### src/rtl/serial_comparator_ctrl.sv
// serial_comparator_ctrl
//   Bit-serial WIDTH-bit magnitude comparator controller. Latches two operands
//   on an accepted start and walks them MSB-first through an external 1-bit
//   comparator cell, one bit per clock, resolving GT/EQ/LT for the full words.
//
//   Optional feature macro: EARLY_EXIT_EN
//     defined   : scan stops on the first unequal bit (latency 1..WIDTH).
//     undefined : every compare scans all WIDTH bits (fixed latency WIDTH);
//                 the first unequal bit is remembered in an internal
//                 "decided" flag and later bits cannot change the result.
//   In both builds a non-one-hot comparator response before a decision
//   aborts the scan with err=1.

module serial_comparator_ctrl #(
  parameter int WIDTH = 8
) (
  input  logic             clk,
  input  logic             rst_n,
  input  logic             start,
  input  logic [WIDTH-1:0] A,
  input  logic [WIDTH-1:0] B,
  output logic             bit_a,
  output logic             bit_b,
  input  logic             bit_gt,
  input  logic             bit_eq,
  input  logic             bit_lt,
  output logic             busy,
  output logic             done,
  output logic             GT,
  output logic             EQ,
  output logic             LT,
  output logic             err
);

  localparam int IDX_W = $clog2(WIDTH);

  typedef enum logic [1:0] {
    S_IDLE = 2'd0,
    S_SCAN = 2'd1,
    S_DONE = 2'd2
  } state_t;

  state_t           r_state;
  logic [WIDTH-1:0] r_a;
  logic [WIDTH-1:0] r_b;
  logic [IDX_W-1:0] r_idx;
  logic             r_busy;
  logic             r_done;
  logic             r_gt;
  logic             r_eq;
  logic             r_lt;
  logic             r_err;

  logic             w_onehot;
  logic             w_last;

  // A healthy comparator cell asserts exactly one of its three outputs.
  assign w_onehot = (bit_gt & ~bit_eq & ~bit_lt) |
                    (~bit_gt & bit_eq & ~bit_lt) |
                    (~bit_gt & ~bit_eq & bit_lt);
  assign w_last   = (r_idx == '0);

`ifndef EARLY_EXIT_EN
  // Full-scan build: the first unequal bit fixes the answer; the remaining
  // bits are walked only to keep latency constant.
  logic r_decided;
  logic r_dec_gt;
  logic w_decided;
  logic w_dec_gt;

  assign w_decided = r_decided | bit_gt | bit_lt;
  assign w_dec_gt  = r_decided ? r_dec_gt : bit_gt;
`endif

  // Drive the current operand bits to the shared comparator cell while scanning.
  always_comb begin
    // NOTE: every always_comb output gets a default first so no path leaves it unassigned (no latch).
    bit_a = 1'b0;
    bit_b = 1'b0;
    if (r_state == S_SCAN) begin
      bit_a = r_a[r_idx];
      bit_b = r_b[r_idx];
    end
  end

  // Control FSM: accept, scan MSB-first, pulse done, return to idle.
  always_ff @(posedge clk or negedge rst_n) begin
    if (!rst_n) begin
      r_state   <= S_IDLE;
      r_a       <= '0;
      r_b       <= '0;
      r_idx     <= '0;
      r_busy    <= 1'b0;
      r_done    <= 1'b0;
      r_gt      <= 1'b0;
      r_eq      <= 1'b0;
      r_lt      <= 1'b0;
      r_err     <= 1'b0;
`ifndef EARLY_EXIT_EN
      r_decided <= 1'b0;
      r_dec_gt  <= 1'b0;
`endif
    end else begin
      // NOTE: sequential state uses non-blocking assignments so every register samples pre-edge values.
      case (r_state)
        S_IDLE: begin
          r_done <= 1'b0;
          if (start) begin
            r_a       <= A;
            r_b       <= B;
            r_idx     <= IDX_W'(WIDTH - 1);
            r_gt      <= 1'b0;
            r_eq      <= 1'b0;
            r_lt      <= 1'b0;
            r_err     <= 1'b0;
            r_busy    <= 1'b1;
`ifndef EARLY_EXIT_EN
            r_decided <= 1'b0;
            r_dec_gt  <= 1'b0;
`endif
            r_state   <= S_SCAN;
          end
        end

        S_SCAN: begin
`ifdef EARLY_EXIT_EN
          if (!w_onehot) begin
            r_err   <= 1'b1;
            r_done  <= 1'b1;
            r_state <= S_DONE;
          end else if (bit_gt) begin
            r_gt    <= 1'b1;
            r_done  <= 1'b1;
            r_state <= S_DONE;
          end else if (bit_lt) begin
            r_lt    <= 1'b1;
            r_done  <= 1'b1;
            r_state <= S_DONE;
          end else if (w_last) begin
            r_eq    <= 1'b1;
            r_done  <= 1'b1;
            r_state <= S_DONE;
          end else begin
            r_idx   <= r_idx - IDX_W'(1);
          end
`else
          if (!r_decided && !w_onehot) begin
            r_err   <= 1'b1;
            r_done  <= 1'b1;
            r_state <= S_DONE;
          end else begin
            if (!r_decided) begin
              r_decided <= w_decided;
              r_dec_gt  <= bit_gt;
            end
            if (w_last) begin
              if (w_decided) begin
                r_gt <= w_dec_gt;
                r_lt <= ~w_dec_gt;
              end else begin
                r_eq <= 1'b1;
              end
              r_done  <= 1'b1;
              r_state <= S_DONE;
            end else begin
              r_idx <= r_idx - IDX_W'(1);
            end
          end
`endif
        end

        S_DONE: begin
          r_done  <= 1'b0;
          r_busy  <= 1'b0;
          r_state <= S_IDLE;
        end

        default: begin
          r_done  <= 1'b0;
          r_busy  <= 1'b0;
          r_state <= S_IDLE;
        end
      endcase
    end
  end

  assign busy = r_busy;
  assign done = r_done;
  assign GT   = r_gt;
  assign EQ   = r_eq;
  assign LT   = r_lt;
  assign err  = r_err;

endmodule

### config.mk
export PLATFORM = sky130hd
export DESIGN_NAME = serial_comparator_ctrl
export DESIGN_NICKNAME = d
export VERILOG_FILES = /design/src/rtl/serial_comparator_ctrl.sv
export SDC_FILE = /design/constraint.sdc
export NUM_CORES = 1
export LEC_CHECK = 0
export ABC_CLOCK_PERIOD_IN_PS = 2000
export CAP_MARGIN = 20
export CELL_PAD_IN_SITES_DETAIL_PLACEMENT = 0
export CELL_PAD_IN_SITES_GLOBAL_PLACEMENT = 1
export CORE_ASPECT_RATIO = 0.9
export CORE_MARGIN = 8
export CORE_UTILIZATION = 37
export DETAILED_ROUTE_END_ITERATION = 12
export GPL_TIMING_DRIVEN = 0
export PLACE_DENSITY = 0.78
export RECOVER_POWER = 25
export SYNTH_ARGS = -nofsm -noshare
export SYNTH_HDL_FRONTEND = slang
export SYNTH_SLANG_ARGS = --single-unit
### constraint.sdc
create_clock -name clk -period 2 [get_ports clk]
set_input_delay 0.2 -clock clk [delete_from_list [all_inputs] [get_ports clk]]
set_output_delay 0.2 -clock clk [all_outputs]
set_load 0.01 [all_outputs]
==> flow_summary.yaml, run 1 <==
detailed_routing:
  drt_iter0_markers: 94
  viasPerCell: 5.07
  drc: 0
  firstDrtPassIters: 6
  drt_wl_total_um: 3220
  wl_per_cell_um: 13.8
  ant_nets: 0
  vias: 1186
worst_setup_path:
  critical_path.startpoint: "r_idx[0]"
  worstRegToRegCells: 7
  critPathMaxFanout: 6
  max_stage_delay_ns: 0.51
  crit_buf_inv: 2
  cp-start-kind: "flop"
  r2r_start: "r_idx[1]"
  timing.rr.end: "EQ"
  cp_cell_sequence: "buf_6 -> mux4_2 -> mux2i_1 -> nor2_1 -> clkdlybuf4s15_1"
  cp_top_family: "multiplexers"
  worst_ep_arrival_time_ns: 1.70
  reg2reg_slack_ns: 0.32
  required_ns: 1.80
  endpoint_kind: "primary output"
  critPathKind: "flop to primary output"
  crit_path_top_delay_cell: "mux4_2"
floorplan:
  die_w_um: 80.6
  coreArea_sq_um: 3650
  ios: 30
  die_h_um: 74.2
  initial_core_util_pct: 38.1
  die-area_sq_um: 5980
  rows: 21
min_path:
  worstHoldPathType: "input pin to async pin"
placed_design:
  portBuffers: 29
  dp.cells: 225
  dp_hpwl_um: 2450
  gp_congestion: 0.805
cells_and_area:
  num_antenna_cells: 0
  fin_nets: 211
  layout.cells.non_filler: 234
  fin_util_pct: 50.2
  layout-drive-gt1-share_pct: 8.51
  layout.area.seq_sq_um: 726
  fillers: 346
  area_delta_synth_final_pct: 31.7
  multi_input_area_sq_um: 616
timing:
  slew_violations: 0
  rsz0062_at_grt: "false"
  worst_pin_slew_ns: 0.987
  relSlewSlack_pct: 34.2
  finalHoldViolCount: 0
  fmax_mhz: 527
  period_share_pct: 95.0
  fin_hold_ws_ns: 0.336
  min_period_ns: 1.90
  clock_skew_ns: 0.00366
  finalSetupViolCount: 0
  setup-tns-final_ns: 0
clock_tree:
  ctsHoldBuffers: 0
  path_clk_slew_ns: 0.06
  cts_sinks: 29
  cts_tree: "built"
  clkLatencyLatePin_ns: 0.28
  cts_root_buf: "clkbuf_8"
  cts_buffer_depth: 2
  tritoncts.num_buffers: 5
  h-tree-depth: 2
pwr:
  seqPwrFrac_pct: 40.1
  comb_power_share_pct: 41.6
  power_switching_w: 0.000887
  power.internal_w: 0.00159
  ir_drop_mv: 0.554
  fin_total_pwr_w: 0.00248
  power.share.clock_pct: 18.3
  p_leak_nw: 0.859
  switching_share_pct: 35.8
  powerDensity_nw_per_um2: 1350
yosys:
  synth.distinct_cells: 28
  syn_area_sq_um: 1390
  synth-edff-count: 0
  async_flop_share_pct: 100
  synth_cells: 149
  yosys_warnings: 0
  ys.flop_type: "dfrtp_1"
  seq_area_frac_synth_pct: 52.2
  ys_seq_elements: 29
  avgSynthCellArea_sq_um: 9.34
  syn-num-nets: 173
global_routing:
  grt_max_degree: 19
  antenna_found_initial: 0
  grt_pass1_vias: 1191
  grt_pass1_wl_um: 5510
  grt_usage_pct: 12.1
  gr-total-overflow: 0
run:
  drv_cap: 0
run_status:
  status: "completed"
sequential cells by signal, indices dropped and copies added, names as in the netlist:
name       count
err            1
EQ             1
r_dec_gt       1
r_state        2
busy           1
done           1
LT             1
GT             1
r_a            8
r_b            8
r_decided      1
r_idx          3
final cells by class:
class                      count  area share (%)
sequential                    29            39.6
multi-input combinational    107            33.6
buffer                         8            2.05
timing repair buffer          31            16.2
inverter                       5            1.02
tap                           46            3.14
clock buffer                   8            4.37
power by group through the flow:
stage                     sequential (W)  combinational [W]  clock (W)
after floorplan                 0.000977           0.000676          0
after global placement          0.000990            0.00101          0
after detailed placement         0.00100            0.00104          0
after CTS                       0.000995            0.00104   0.000472
final                           0.000993            0.00103   0.000453
after global routing             0.00103            0.00115   0.000500
routing by layer:
metal / vias to the layer above / share of wire (%) / global-route usage [%]
met4: 0 / 2.2 / 5.85
met5: - / 0 / 0
li1: 568 / - / -
met2: 25 / 49 / 18.8
met3: 8 / 4.7 / 4.59
met1: 585 / 44 / 14.3
synth_stat cells, types with 2 or more instances:
cell | instances | share of area (%)
nand2_1 | 54 | 15
dfrtp_1 | 29 | 52
nor2_1 | 12 | 3.2
clkbuf_1 | 7 | 1.9
inv_1 | 5 | 1.3
mux2i_1 | 5 | 3.6
mux4_2 | 4 | 6.5
a21oi_1 | 3 | 1.1
a31oi_1 | 3 | 1.3
nand3_1 | 3 | 1.1
o211ai_1 | 3 | 1.6
ha_1 | 2 | 1.8
nand2b_1 | 2 | 0.90
nand4_1 | 2 | 0.90
o21ai_0 | 2 | 0.72
through the flow:
step,setup WS (ns),instance area (sq um)
after floorplan,0.446,1390
after global placement,0.0277,1740
after detailed placement,0.0185,1770
after CTS,0.0269,1850
after global routing,0.0103,1830
final,0.101,1830
repair_timing:
item,in CTS,in global routing
buffers inserted,0,1
gates resized for setup,5,2
setup endpoints to repair,2,2
worst max-delay path by stage:
stage | to | slack, ns | cells after the start
global placement | bit_a | 0.03 | 5
detailed placement | bit_a | 0.02 | 5
global route | bit_b | 0.01 | 5
CTS | bit_b | 0.03 | 5
finish | bit_b | 0.10 | 5
floorplan | LT | 0.45 | 8
cells by family after synthesis:
| logic type | after synthesis | synth area share, % |
|---|---|---|
| xor gates and xnor gates | 1 | 0.630 |
| AOI/OAI and AO/OA | 15 | 7.55 |
| muxes | 9 | 10.1 |
| buffers and inverters | 13 | 3.60 |
| DFF | 29 | 52.2 |
| adders and majority gates | 2 | 1.80 |
| and+or+nand+nor | 80 | 24.2 |
cell usage in the layout (no fill, tap or decap), types with 2 or more instances in the layout:
cell type / synthesis / routed
clkdlybuf4s50_1: 0 / 26
nor2_1: 12 / 12
clkbuf_1: 7 / 11
dfrtp_1: 29 / 29
nand2_1: 54 / 54
nand3_1: 3 / 3
clkbuf_8: 0 / 5
mux2i_1: 5 / 5
a31oi_1: 3 / 3
ha_1: 2 / 2
nand2b_1: 2 / 2
a21oi_1: 3 / 3
mux4_2: 4 / 4
nand4_1: 2 / 2
o211ai_1: 3 / 3
inv_1: 5 / 5
o21ai_0: 2 / 2
Power figures use the tool's default switching activity.
==> inputs of run 2 (changes only) <==
Settings changed: CTS_CLUSTER_SIZE set to 8, GPL_TIMING_DRIVEN 0 to not set.
==> run 2 against run 1 <==
Against the previous run:
- clock skew increased by 0.0022 ns
- final area increased by 0.89%
- critical endpoint is now bit_a
- wire length decreased by 4.8%
- via count decreased by 4.7%
==> flow_summary.yaml, run 2 (synthesis gave the netlist of run 1 again) <==
global_routing:
  grt_usage_pct: 11.1
  grt_pass1_vias: 1165
  grt_pass1_wl_um: 5200
  antenna_found_initial: 0
  grt_max_degree: 30
  gr-total-overflow: 0
worst_setup_path:
  crit_buf_inv: 2
  cp_top_family: "multiplexers"
  worstRegToRegCells: 8
  required_ns: 1.80
  endpoint_kind: "primary output"
  critPathMaxFanout: 3
  r2r_start: "r_idx[0]"
  reg2reg_slack_ns: 0.22
  cp_cell_sequence: "buf_4 -> mux4_2 -> mux2i_1 -> nor2_1 -> dlygate4sd2_1"
  critPathKind: "flop to primary output"
  cp-start-kind: "flop"
  timing.rr.end: "GT"
  worst_ep_arrival_time_ns: 1.73
  max_stage_delay_ns: 0.47
  crit_path_top_delay_cell: "mux4_2"
clock_tree:
  h-tree-depth: 2
  clkLatencyLatePin_ns: 0.27
  cts_buffer_depth: 2
  tritoncts.num_buffers: 5
  cts_sinks: 29
  path_clk_slew_ns: 0.06
  cts_tree: "built"
  cts_root_buf: "clkbuf_8"
  ctsHoldBuffers: 0
cells_and_area:
  final_cell_mix: "nand2_1 (54), dfrtp_1 (28), clkdlybuf4s50_1 (26), nor2_1 (12), clkbuf_8 (6)"
  num_antenna_cells: 0
  design_area_sq_um: 1850
  fin_util_pct: 50.6
  area_delta_synth_final_pct: 32.8
  layout.cells.non_filler: 230
  fin_nets: 208
  final_common_cell: "nand2_1"
  largestRegisters: "r_a (8), r_b (8), r_idx (3)"
  fillers: 352
  layout-drive-gt1-share_pct: 12.0
pwr:
  powerDensity_nw_per_um2: 1360
  comb_power_share_pct: 41.2
  ir_drop_mv: 0.567
  power.share.clock_pct: 18.8
  power_switching_w: 0.000869
  power.internal_w: 0.00164
  p_leak_nw: 0.880
  seqPwrFrac_pct: 40.0
  switching_share_pct: 34.6
timing:
  slew_violations: 0
  finalHoldViolCount: 0
  finalSetupViolCount: 0
  period_share_pct: 96.3
  setup-tns-final_ns: 0
  clock_skew_ns: 0.00581
  worst_pin_slew_ns: 0.710
  rsz0062_at_grt: "false"
  fmax_mhz: 519
  relSlewSlack_pct: 52.6
  min_period_ns: 1.93
min_path:
  hp-start: "B[2]"
  hold_end: "r_b[2]"
  worstHoldPathType: "input pin to flop"
  worstHoldPathCells: 3
floorplan:
  die_h_um: 74.2
  die-area_sq_um: 5980
  coreArea_sq_um: 3650
  ios: 30
  die_w_um: 80.6
  rows: 21
  initial_core_util_pct: 38.1
placed_design:
  gp_congestion: 0.811
  portBuffers: 29
  dp.cells: 221
  placed_area_sq_um: 1750
  dp_hpwl_um: 2280
detailed_routing:
  ant_nets: 0
  drc: 0
  drt_wl_total_um: 3060
  vias: 1130
  wl_per_cell_um: 13.3
  viasPerCell: 4.91
  drt_iter0_markers: 36
  firstDrtPassIters: 4
run_status:
  status: "completed"
run:
  drv_cap: 0
==> run 2: cell types whose count changed in the layout (fill, tap and decap cells not counted), sizes merged <==
cell and change:
clkbuf -9, buf +4, dlygate4sd2 +1
==> run 2: repair_timing <==
item,4_1_cts,5_1_grt
setup endpoints to repair,2,1
resized for setup,4,1
cloned,0,0
setup buffers,1,1
==> run 2: power by group through the flow <==
stage,sequential (W),clock (W),combinational (W)
finish,0.00100,0.000473,0.00103
global route,0.00104,0.000505,0.00115
detailed placement,0.00103,0,0.00101
global placement,0.00102,0,0.000994
floorplan,0.000977,0,0.000676
CTS,0.00101,0.000488,0.00103
==> run 2: worst reg2reg max path: stages, from the launching register on <==
cell,delay (ns)
dfrtp_2,0.43
buf_6,0.13
buf_4,0.13
inv_1,0.09
ha_1,0.17
nand2b_1,0.18
or2_2,0.35
nand3_1,0.09
o211ai_1,0.09
==> run 2: how the worst max path moves through the flow <==
stage	startpoint	end	slack [ns]	cells past startpoint
finish	r_idx[0]	bit_a	0.07	5
detailed placement	r_idx[0]	bit_b	0.08	4
global placement	r_idx[0]	bit_a	0.11	4
CTS	r_idx[0]	bit_b	0.01	5
floorplan	r_idx[0]	LT	0.45	8
global route	r_idx[0]	bit_a	0.003	5
==> run 2: final cells by class <==
class                      count  area (sq um)  area share (%)
multi-input combinational    107           616            33.3
timing repair buffer          36           343            18.6
sequential                    29           727            39.3
tap                           46          57.6            3.11
inverter                       5          18.8            1.02
clock buffer                   7          86.3            4.67
==> run 2: per-stage QoR <==
stage,power [W],worst slack (ns),hold slack (ns)
4_1_cts,0.00253,0.0132,0.316
3_5_place_dp,0.00204,0.0829,0.460
5_1_grt,0.00270,0.00349,0.467
3_3_place_gp,0.00202,0.110,0.459
6_report,0.00251,0.0732,0.455
2_1_floorplan,0.00165,0.446,-0.0956
==> run 2: per-layer routing <==
| metal | up-vias | global-route usage (%) | routed length (um) |
|---|---|---|---|
| met5 | - | 0 | 0 |
| met4 | 0 | 5.65 | 50 |
| met2 | 23 | 18.6 | 1520 |
| li1 | 561 | - | - |
| met3 | 5 | 3.14 | 124 |
| met1 | 541 | 12.8 | 1370 |
==> inputs of run 3 (changes only) <==
Settings changed: CORE_UTILIZATION 37 to 45, DONT_BUFFER_PORTS set to 1, PLACE_DENSITY 0.78 to 0.76.
==> run 3 against run 2 <==
Against the previous run:
- count of clock-buffer cells in the layout down 2
- setup slack better by 0.13 ns
- maximum frequency up 7.4%
- hold slack worse by 0.42 ns
- via count down 7.0%
- power down 13%
- sequential power up 4%
- combinational power down 21%
- critical path type unchanged
- highest routed layer unchanged
==> flow_summary.yaml, run 3 (synthesis gave the netlist of run 1 again) <==
run_status:
  status: "completed"
global_routing:
  antenna_found_initial: 0
  grt_pass1_wl_um: 5090
  grt_pass1_vias: 1085
  grt_usage_pct: 13.7
  globalRouteMet3Util_pct: 6.65
  gr-usage-met1_pct: 15.3
  busiest_layer: "met2"
  grt_util_met2_pct: 21.0
  grt_max_degree: 30
  gr-total-overflow: 0
clock_tree:
  cts_root_buf: "clkbuf_4"
  clkLatencyLatePin_ns: 0.34
  path_clk_slew_ns: 0.09
  cts_buffer_depth: 2
  cts_sinks: 29
  tritoncts.num_buffers: 5
  cts_tree: "built"
  h-tree-depth: 2
cells_and_area:
  final_common_cell: "nand2_1"
  fin_nets: 192
  area_delta_synth_final_pct: 18.9
  layout.cells.non_filler: 209
  largestRegisters: "r_a (8), r_b (8), r_idx (3)"
  fillers: 280
  final_cell_mix: "nand2_1 (54), dfrtp_1 (28), dlygate4sd3_1 (17), nor2_1 (12)"
  layout-drive-gt1-share_pct: 10.2
  num_antenna_cells: 0
pwr:
  powerDensity_nw_per_um2: 1310
  ir_drop_mv: 0.691
  p_leak_nw: 0.807
detailed_routing:
  drt_wl_total_um: 3010
  drc: 0
  wl_per_cell_um: 14.4
  firstDrtPassIters: 4
  ant_nets: 0
  viasPerCell: 5.03
  vias: 1051
  drt_iter0_markers: 51
worst_setup_path:
  cp_top_family: "multiplexers"
  cp-start-kind: "flop"
  cp_cell_sequence: "mux4_2 -> mux2i_1 -> nor2_1"
  crit_path_top_delay_cell: "mux4_2"
  critPathKind: "flop to primary output"
  critPathMaxFanout: 7
  crit_buf_inv: 0
  max_stage_delay_ns: 0.54
  worst_ep_arrival_time_ns: 1.59
  required_ns: 1.80
  endpoint_kind: "primary output"
timing:
  relSlewSlack_pct: 15.6
  fmax_mhz: 557
  setup-tns-final_ns: 0
  finalHoldViolCount: 0
  finalSetupViolCount: 0
  rsz0062_at_grt: "false"
  min_period_ns: 1.79
  period_share_pct: 89.7
  clock_skew_ns: 0.00927
  slew_violations: 0
  worst_pin_slew_ns: 1.27
  setup_slack_ns: 0.206
floorplan:
  die-area_sq_um: 5130
  initial_core_util_pct: 46.4
  ios: 30
  rows: 19
  coreArea_sq_um: 3000
  die_h_um: 68.8
  die_w_um: 74.6
placed_design:
  dp_hpwl_um: 2100
  portBuffers: 0
  dp_slack_ns: 0.350
  gp_congestion: 0.765
  dp.cells: 185
min_path:
  worstHoldPathType: "input pin to flop"
run:
  drv_cap: 0
-- run 3: through the flow --
stage          hold WS (ns)  power [W]  utilization [%]  instance area (sq um)
3_5_place_dp        -0.0946    0.00184             47.7                   1430
4_1_cts              0.0224    0.00221             55.4                   1660
5_1_grt              0.0377    0.00237             55.2                   1650
3_3_place_gp        -0.0946    0.00181             47.7                   1430
2_1_floorplan       -0.0956    0.00165                -                   1390
6_report             0.0378    0.00217             55.2                   1650
-- run 3: power breakdown --
part           internal (W)  switching (W)
Combinational      0.000376       0.000433
Clock              0.000121       0.000200
Sequential         0.000838       0.000206
-- run 3: metal layers --
layer | wire, um | part of all wire, %
met2 | 1390 | 46
met1 | 1330 | 44
met3 | 218 | 7.2
met5 | 0 | 0
met4 | 76 | 2.5
-- run 3: timing repair --
| item | CTS | global route |
|---|---|---|
| hold buffers | 18 | 0 |
| buffers inserted | 0 | 0 |
| endpoints found under the hold margin | 45 | 0 |
| gates resized for setup | 0 | 1 |
| endpoints found under the setup margin | 0 | 1 |
-- run 3: layout make-up --
cell class	count	area, sq um	area share, %
Tap cell	42	52.6	3.18
Sequential cell	29	727	43.9
Clock inverter	1	5.00	0.303
Clock buffer	5	37.5	2.27
Inverter	5	18.8	1.13
Multi-Input combinational cell	107	616	37.2
Timing Repair Buffer	20	198	12.0
-- run 3: worst paths after layout --
check                              start  endpoint  slack [ns]  cells past startpoint
worst max-delay path            r_idx[0]     bit_b        0.21                      3
worst min-delay path              bit_eq        EQ        0.04                      2
min in group asynchronous          rst_n  r_idx[2]        0.76                      2
worst min register to register    r_a[6]    r_a[6]        0.48                      2
max in group asynchronous          rst_n  r_idx[0]        0.41                      2
worst max register to register  r_idx[0]        GT        0.39                      6
